===== config.mk =====
export PLATFORM = sky130hd
export DESIGN_NAME = sp_dma_addr_gen
export DESIGN_NICKNAME = d
export VERILOG_FILES = /design/src/rtl/sp_dma_pkg.sv /design/src/rtl/sp_dma_dcnt.sv /design/src/rtl/sp_dma_addr_gen.sv
export SDC_FILE = /design/constraint.sdc
export NUM_CORES = 1
export LEC_CHECK = 0
export BUFFER_PORTS_ARGS = -buffer_cell sky130_fd_sc_hd__buf_2
export CAP_MARGIN = 20
export CORE_ASPECT_RATIO = 2
export CORE_UTILIZATION = 55
export DETAILED_ROUTE_END_ITERATION = 7
export HOLD_SLACK_MARGIN = 0.08
export PLACE_DENSITY = 0.79
export SLEW_MARGIN = 40
export SYNTH_ARGS = -nofsm -noshare
export SYNTH_HDL_FRONTEND = slang
export SYNTH_SLANG_ARGS = --single-unit

===== constraint.sdc =====
create_clock -name clk -period 2.9 [get_ports clk]
set_input_delay 0.58 -clock clk [delete_from_list [all_inputs] [get_ports clk]]
set_output_delay 0.58 -clock clk [all_outputs]
set_load 0.05 [all_outputs]

===== src/rtl/sp_dma_pkg.sv =====
// Shared types and width defaults for the SP DMA address generator.
package sp_dma_pkg;
    localparam int ADDR_W_DEF = 9;
    localparam int ROW_W_DEF  = 8;

    typedef enum logic [1:0] {IDLE, RUN, GAP, DONE} state_t;
endpackage


===== src/rtl/sp_dma_dcnt.sv =====
// Loadable down-counter with zero flag; load takes priority over decrement.
module sp_dma_dcnt #(
    parameter int W = 8
) (
    input  logic         clk,
    input  logic         rst,
    input  logic         load,
    input  logic [W-1:0] load_val,
    input  logic         dec,
    output logic [W-1:0] cnt,
    output logic         zero
);
    always_ff @(posedge clk or posedge rst) begin
        if (rst)
            cnt <= '0;
        else if (load)
            cnt <= load_val;
        else if (dec)
            cnt <= cnt - W'(1);
    end

    assign zero = (cnt == '0);
endmodule


===== src/rtl/sp_dma_addr_gen.sv =====
// SP memory doubleword address stream for an RSP DMA block transfer
// (rows of len+1 contiguous doublewords, req/gnt handshake to the memory port).
module sp_dma_addr_gen
    import sp_dma_pkg::*;
#(
    parameter int ADDR_W  = ADDR_W_DEF,
    parameter int ROW_W   = ROW_W_DEF,
    parameter int ROW_GAP = 1
) (
    input  logic              clk,
    input  logic              reset,
    input  logic              start,
    input  logic [ADDR_W-1:0] addr_in,
    input  logic [ADDR_W-1:0] len_in,
    input  logic [ROW_W-1:0]  rows_in,
    input  logic              gnt,
    input  logic              abort,
    output logic [ADDR_W-1:0] addr,
    output logic              req,
    output logic              row_end,
    output logic              last,
    output logic              busy,
    output logic              done
);
    state_t            state;
    logic [ADDR_W-1:0] len_rld;
    logic [ADDR_W-1:0] len_cnt;
    logic [ROW_W-1:0]  row_cnt;
    logic              len_zero, row_zero;
    logic              start_go, beat;

    // abort gates every state change, including a start seen in IDLE
    assign start_go = (state == IDLE) & start & ~abort;
    assign beat     = (state == RUN) & gnt & ~abort;

    sp_dma_dcnt #(.W(ADDR_W)) u_len (
        .clk      (clk),
        .rst      (reset),
        .load     (start_go | (beat & len_zero & ~row_zero)),
        .load_val (start_go ? len_in : len_rld),
        .dec      (beat & ~len_zero),
        .cnt      (len_cnt),
        .zero     (len_zero)
    );

    sp_dma_dcnt #(.W(ROW_W)) u_row (
        .clk      (clk),
        .rst      (reset),
        .load     (start_go),
        .load_val (rows_in),
        .dec      (beat & len_zero & ~row_zero),
        .cnt      (row_cnt),
        .zero     (row_zero)
    );

    assign row_end = (state == RUN) & len_zero;
    assign last    = row_end & row_zero;

    always_ff @(posedge clk or posedge reset) begin
        if (reset) begin
            state   <= IDLE;
            addr    <= '0;
            len_rld <= '0;
            req     <= 1'b0;
            busy    <= 1'b0;
            done    <= 1'b0;
        end else if (abort) begin
            state <= IDLE;
            req   <= 1'b0;
            busy  <= 1'b0;
            done  <= 1'b0;
        end else begin
            case (state)
                IDLE: begin
                    done <= 1'b0;
                    if (start) begin
                        state   <= RUN;
                        addr    <= addr_in;
                        len_rld <= len_in;
                        req     <= 1'b1;
                        busy    <= 1'b1;
                    end
                end
                RUN: begin
                    if (gnt) begin
                        if (!len_zero) begin
                            addr <= addr + ADDR_W'(1);
                        end else if (!row_zero) begin
                            addr <= addr + ADDR_W'(1);
                            if (ROW_GAP != 0) begin
                                state <= GAP;
                                req   <= 1'b0;
                            end
                        end else begin
                            // final beat granted: addr stays on the last beat
                            state <= DONE;
                            req   <= 1'b0;
                            done  <= 1'b1;
                        end
                    end
                end
                GAP: begin
                    state <= RUN;
                    req   <= 1'b1;
                end
                DONE: begin
                    state <= IDLE;
                    done  <= 1'b0;
                    busy  <= 1'b0;
                end
                default: begin
                    state <= IDLE;
                    req   <= 1'b0;
                    busy  <= 1'b0;
                    done  <= 1'b0;
                end
            endcase
        end
    end
endmodule


==> results by group <==
Floorplan
  – Core box area: 4297 um^2
  – Die area: 4732 um^2
  – Floorplan row count: 34
  – I/O pin count: 45
  – Die outline height: 96.29 um
  – Effective utilization at floorplan: 56.90%
  – Chip width: 49.15 um

STA
  – Number of failing setup endpoints in the final timing report: 0
  – Worst Clk Skew: 0.009326 ns
  – Fin crit share: 97.04%
  – Slew of the pin with the lowest slew margin: 0.7498 ns
  – Maximum clock rate: 0.3553 GHz
  – Worst-case headroom to the max-slew limit: 49.55%
  – Endpoints failing hold: 0
  – Number of pins with negative max-slew slack in the final report: 0
  – Crit path time final: 2.814 ns
  – Setup repair after global routing missed its margin: false
  – Setup TNS: 0 ns
  – Worst Setup Slack, final: 0.08577 ns

Pwr
  – Worst VDD drop: 0.5129 mV
  – Total leakage power: 1.212 nW
  – Final Power: 0.002410 W
  – Power per cell area: 851.4 nW/um^2

Synthesis
  – Cell types occupying the most area after synthesis: sky130_fd_sc_hd__dfrtp_1 41%, sky130_fd_sc_hd__mux2_2 10%, sky130_fd_sc_hd__a31oi_1 4.4%
  – Average cell area after synthesis: 9.702 um^2
  – Fraction of registers with async set/reset: 100.0%
  – Most frequent cells after synthesis: 40 x sky130_fd_sc_hd__dfrtp_1, 22 x sky130_fd_sc_hd__mux2_2, 20 x sky130_fd_sc_hd__nor2_1
  – Most used standard cell by instance count after synthesis: sky130_fd_sc_hd__dfrtp_1
  – Leading register cell type out of synthesis: sky130_fd_sc_hd__dfrtp_1
  – Sequential-to-total area share from yosys stat: 40.94%
  – Cell taking the most area after synthesis: sky130_fd_sc_hd__dfrtp_1
  – Cells after Synth: 252
  – Yosys synthesis warning count: 0
  – Area of the mapped netlist: 2445 um^2
  – Area share of the largest cell type after synthesis: 40.94%
  – Number of different library cells in the post-synthesis netlist: 48
  – EDFF count, synth: 0
  – Synthesis-stage register bit count: 40
  – Post-synthesis net count: 290

Worst setup path
  – Critical path fanouts, max: 5
  – Worst-case register-to-register setup slack: 0.48 ns
  – Data required time at the worst endpoint: 2.32 ns
  – Origin of the critical flop-to-flop path: u_len.cnt[0]$_DFFE_PP0P_
  – Data arrival, critical path: 2.23 ns
  – Reg-to-reg endpoint: u_len.cnt[6]$_DFFE_PP0P_
  – CP endpoint kind: output port
  – Startpoint Class: register
  – Setup Crit Path Kind: reg2out
  – Reg2Reg Depth: 6

Placed design
  – Placer's final routability congestion estimate: 0.9202
  – Post-detailed-placement half-perimeter wirelength: 4093 um
  – Minimum setup slack after placement: 0.2789 ns
  – Port Buffer Count: 44

CTS
  – Clock sinks: 40
  – Clock tree from TritonCTS: built
  – CTS H-tree depth: 2
  – Number of clock buffers inserted by TritonCTS: 5
  – Clock latency at the later pin of the worst-skew pair: 0.29 ns
  – Library cell used as clock root buffer: sky130_fd_sc_hd__clkbuf_8
  – Number of buffers between clock root and the deepest sink: 2
  – Clock transition time at the flip-flop clock pins of the worst setup and hold paths: 0.08 ns

Global routing
  – Maximum number of pins on one net before global-route repair: 41
  – Antenna violations before repair: 0
  – Vias in the first global route: 2,031
  – GR Util All Layers: 23.95%
  – Overflow after GRT: 0
  – First-pass GRT wire length: 8625 um

Drt
  – Routed via count divided by cell count: 6.145
  – Final antenna-violating net count: 0
  – Via count of the routed design: 2,163
  – Drt initial violations: 52
  – Total DRC errors in the routed layout: 0
  – Post-detailed-routing wire length: 5408 um
  – First-pass iteration count of the detailed router: 4
  – WL per Instance: 15.36 um

Cells and area
  – # nets final: 335
  – N_diodes: 0
  – Area growth from synthesis to final layout: 15.76%
  – Ratio of cells with drive above 1 in the final layout: 29.53%

Hold path
  – Worst min-delay path category: in2async

Run status
  – Status: finished, final reports clean

Run
  – Max Cap Violations: 0
worst max path at each step:
stage	from	to	slack, ns	cells after the start
4_1_cts	u_len.cnt[0]$_DFFE_PP0P_	last	0.02	6
3_5_place_dp	u_len.cnt[0]$_DFFE_PP0P_	last	0.28	6
2_1_floorplan	u_len.cnt[0]$_DFFE_PP0P_	last	0.37	5
6_report	u_len.cnt[0]$_DFFE_PP0P_	last	0.09	6
5_1_grt	u_len.cnt[0]$_DFFE_PP0P_	last	0.01	6
3_3_place_gp	u_len.cnt[0]$_DFFE_PP0P_	last	0.34	6
timing repair:
| item | in CTS | in global routing |
|---|---|---|
| hold buffers | 0 | 0 |
| buffers inserted | 0 | 0 |
| setup endpoints to repair | 1 | 1 |
| resized for setup | 1 | 2 |
cell families after synthesis:
| family | count (synthesis) | share of synthesized area, % |
|---|---|---|
| buffers and inverters | 23 | 3.838 |
| adders and majority gates | 7 | 3.582 |
| muxes | 28 | 12.59 |
| xor gates and xnor gates | 2 | 0.7166 |
| and+or+nand+nor | 92 | 22.72 |
| AOI/OAI and AO/OA | 60 | 15.61 |
| DFF | 40 | 40.94 |
layer usage:
layer	up-vias	GRT usage (%)	share of wire (%)
li1	1044	-	-
met1	1031	24.47	39
met2	71	44.29	55
met3	17	3.318	3.6
met4	0	15.93	3.2
met5	-	0	0
metrics by stage:
step	utilization, %	cell area [um^2]	std cells	hold slack, ns
final	65.87	2830	352	0.3925
after CTS	65.70	2823	352	0.4187
after detailed placement	63.54	2730	344	0.4875
after global placement	63.42	2725	344	0.4782
after floorplan	-	2445	252	0.4667
after global routing	65.87	2830	352	0.4687
layout make-up:
type	instances	area, um^2
flip-flops and latches	40	1001
repair buffers	50	267.8
inverters	11	41.29
fillers	394	1466
multi-input cells	189	1363
well taps	54	67.56
clock buffers	8	90.09
cell usage in the layout, fill, tap and decap left out, types with 3 or more instances in the layout:
cell type and n:
sky130_fd_sc_hd__nand2_1 10, sky130_fd_sc_hd__buf_4 7, sky130_fd_sc_hd__mux2_2 22, sky130_fd_sc_hd__o21ai_0 13
sky130_fd_sc_hd__nor3_1 6, sky130_fd_sc_hd__mux2i_1 6, sky130_fd_sc_hd__nand3b_1 3, sky130_fd_sc_hd__o31ai_1 4
sky130_fd_sc_hd__nor4_1 3, sky130_fd_sc_hd__nand3_1 13, sky130_fd_sc_hd__ha_1 7, sky130_fd_sc_hd__inv_1 11
sky130_fd_sc_hd__nor2_1 19, sky130_fd_sc_hd__nand4_1 6, sky130_fd_sc_hd__dfrtp_1 40, sky130_fd_sc_hd__a21oi_1 14
sky130_fd_sc_hd__or3_1 4, sky130_fd_sc_hd__buf_2 43, sky130_fd_sc_hd__clkbuf_8 6, sky130_fd_sc_hd__a31oi_1 17
sky130_fd_sc_hd__or4_1 6
registers in the layout, summed over array words and instances (netlist names):
name	flops
addr	9
req	1
u_row.cnt	8
busy	1
len_rld	9
u_len.cnt	9
state	2
done	1
power by group:
part           switching [W]  internal (W)
combinational       0.000648      0.000396
sequential          0.000233      0.000754
clock               0.000184      0.000194
total                0.00107       0.00134
worst max-delay path: stages, from the launching register on:
cell and delay [ns]:
sky130_fd_sc_hd__dfrtp_1 0.40, sky130_fd_sc_hd__inv_1 0.09, sky130_fd_sc_hd__ha_1 0.24, sky130_fd_sc_hd__or4b_2 0.68, sky130_fd_sc_hd__nor2_4 0.17, sky130_fd_sc_hd__and3_1 0.17
sky130_fd_sc_hd__buf_4 0.20
Power figures use the tool's default switching activity.
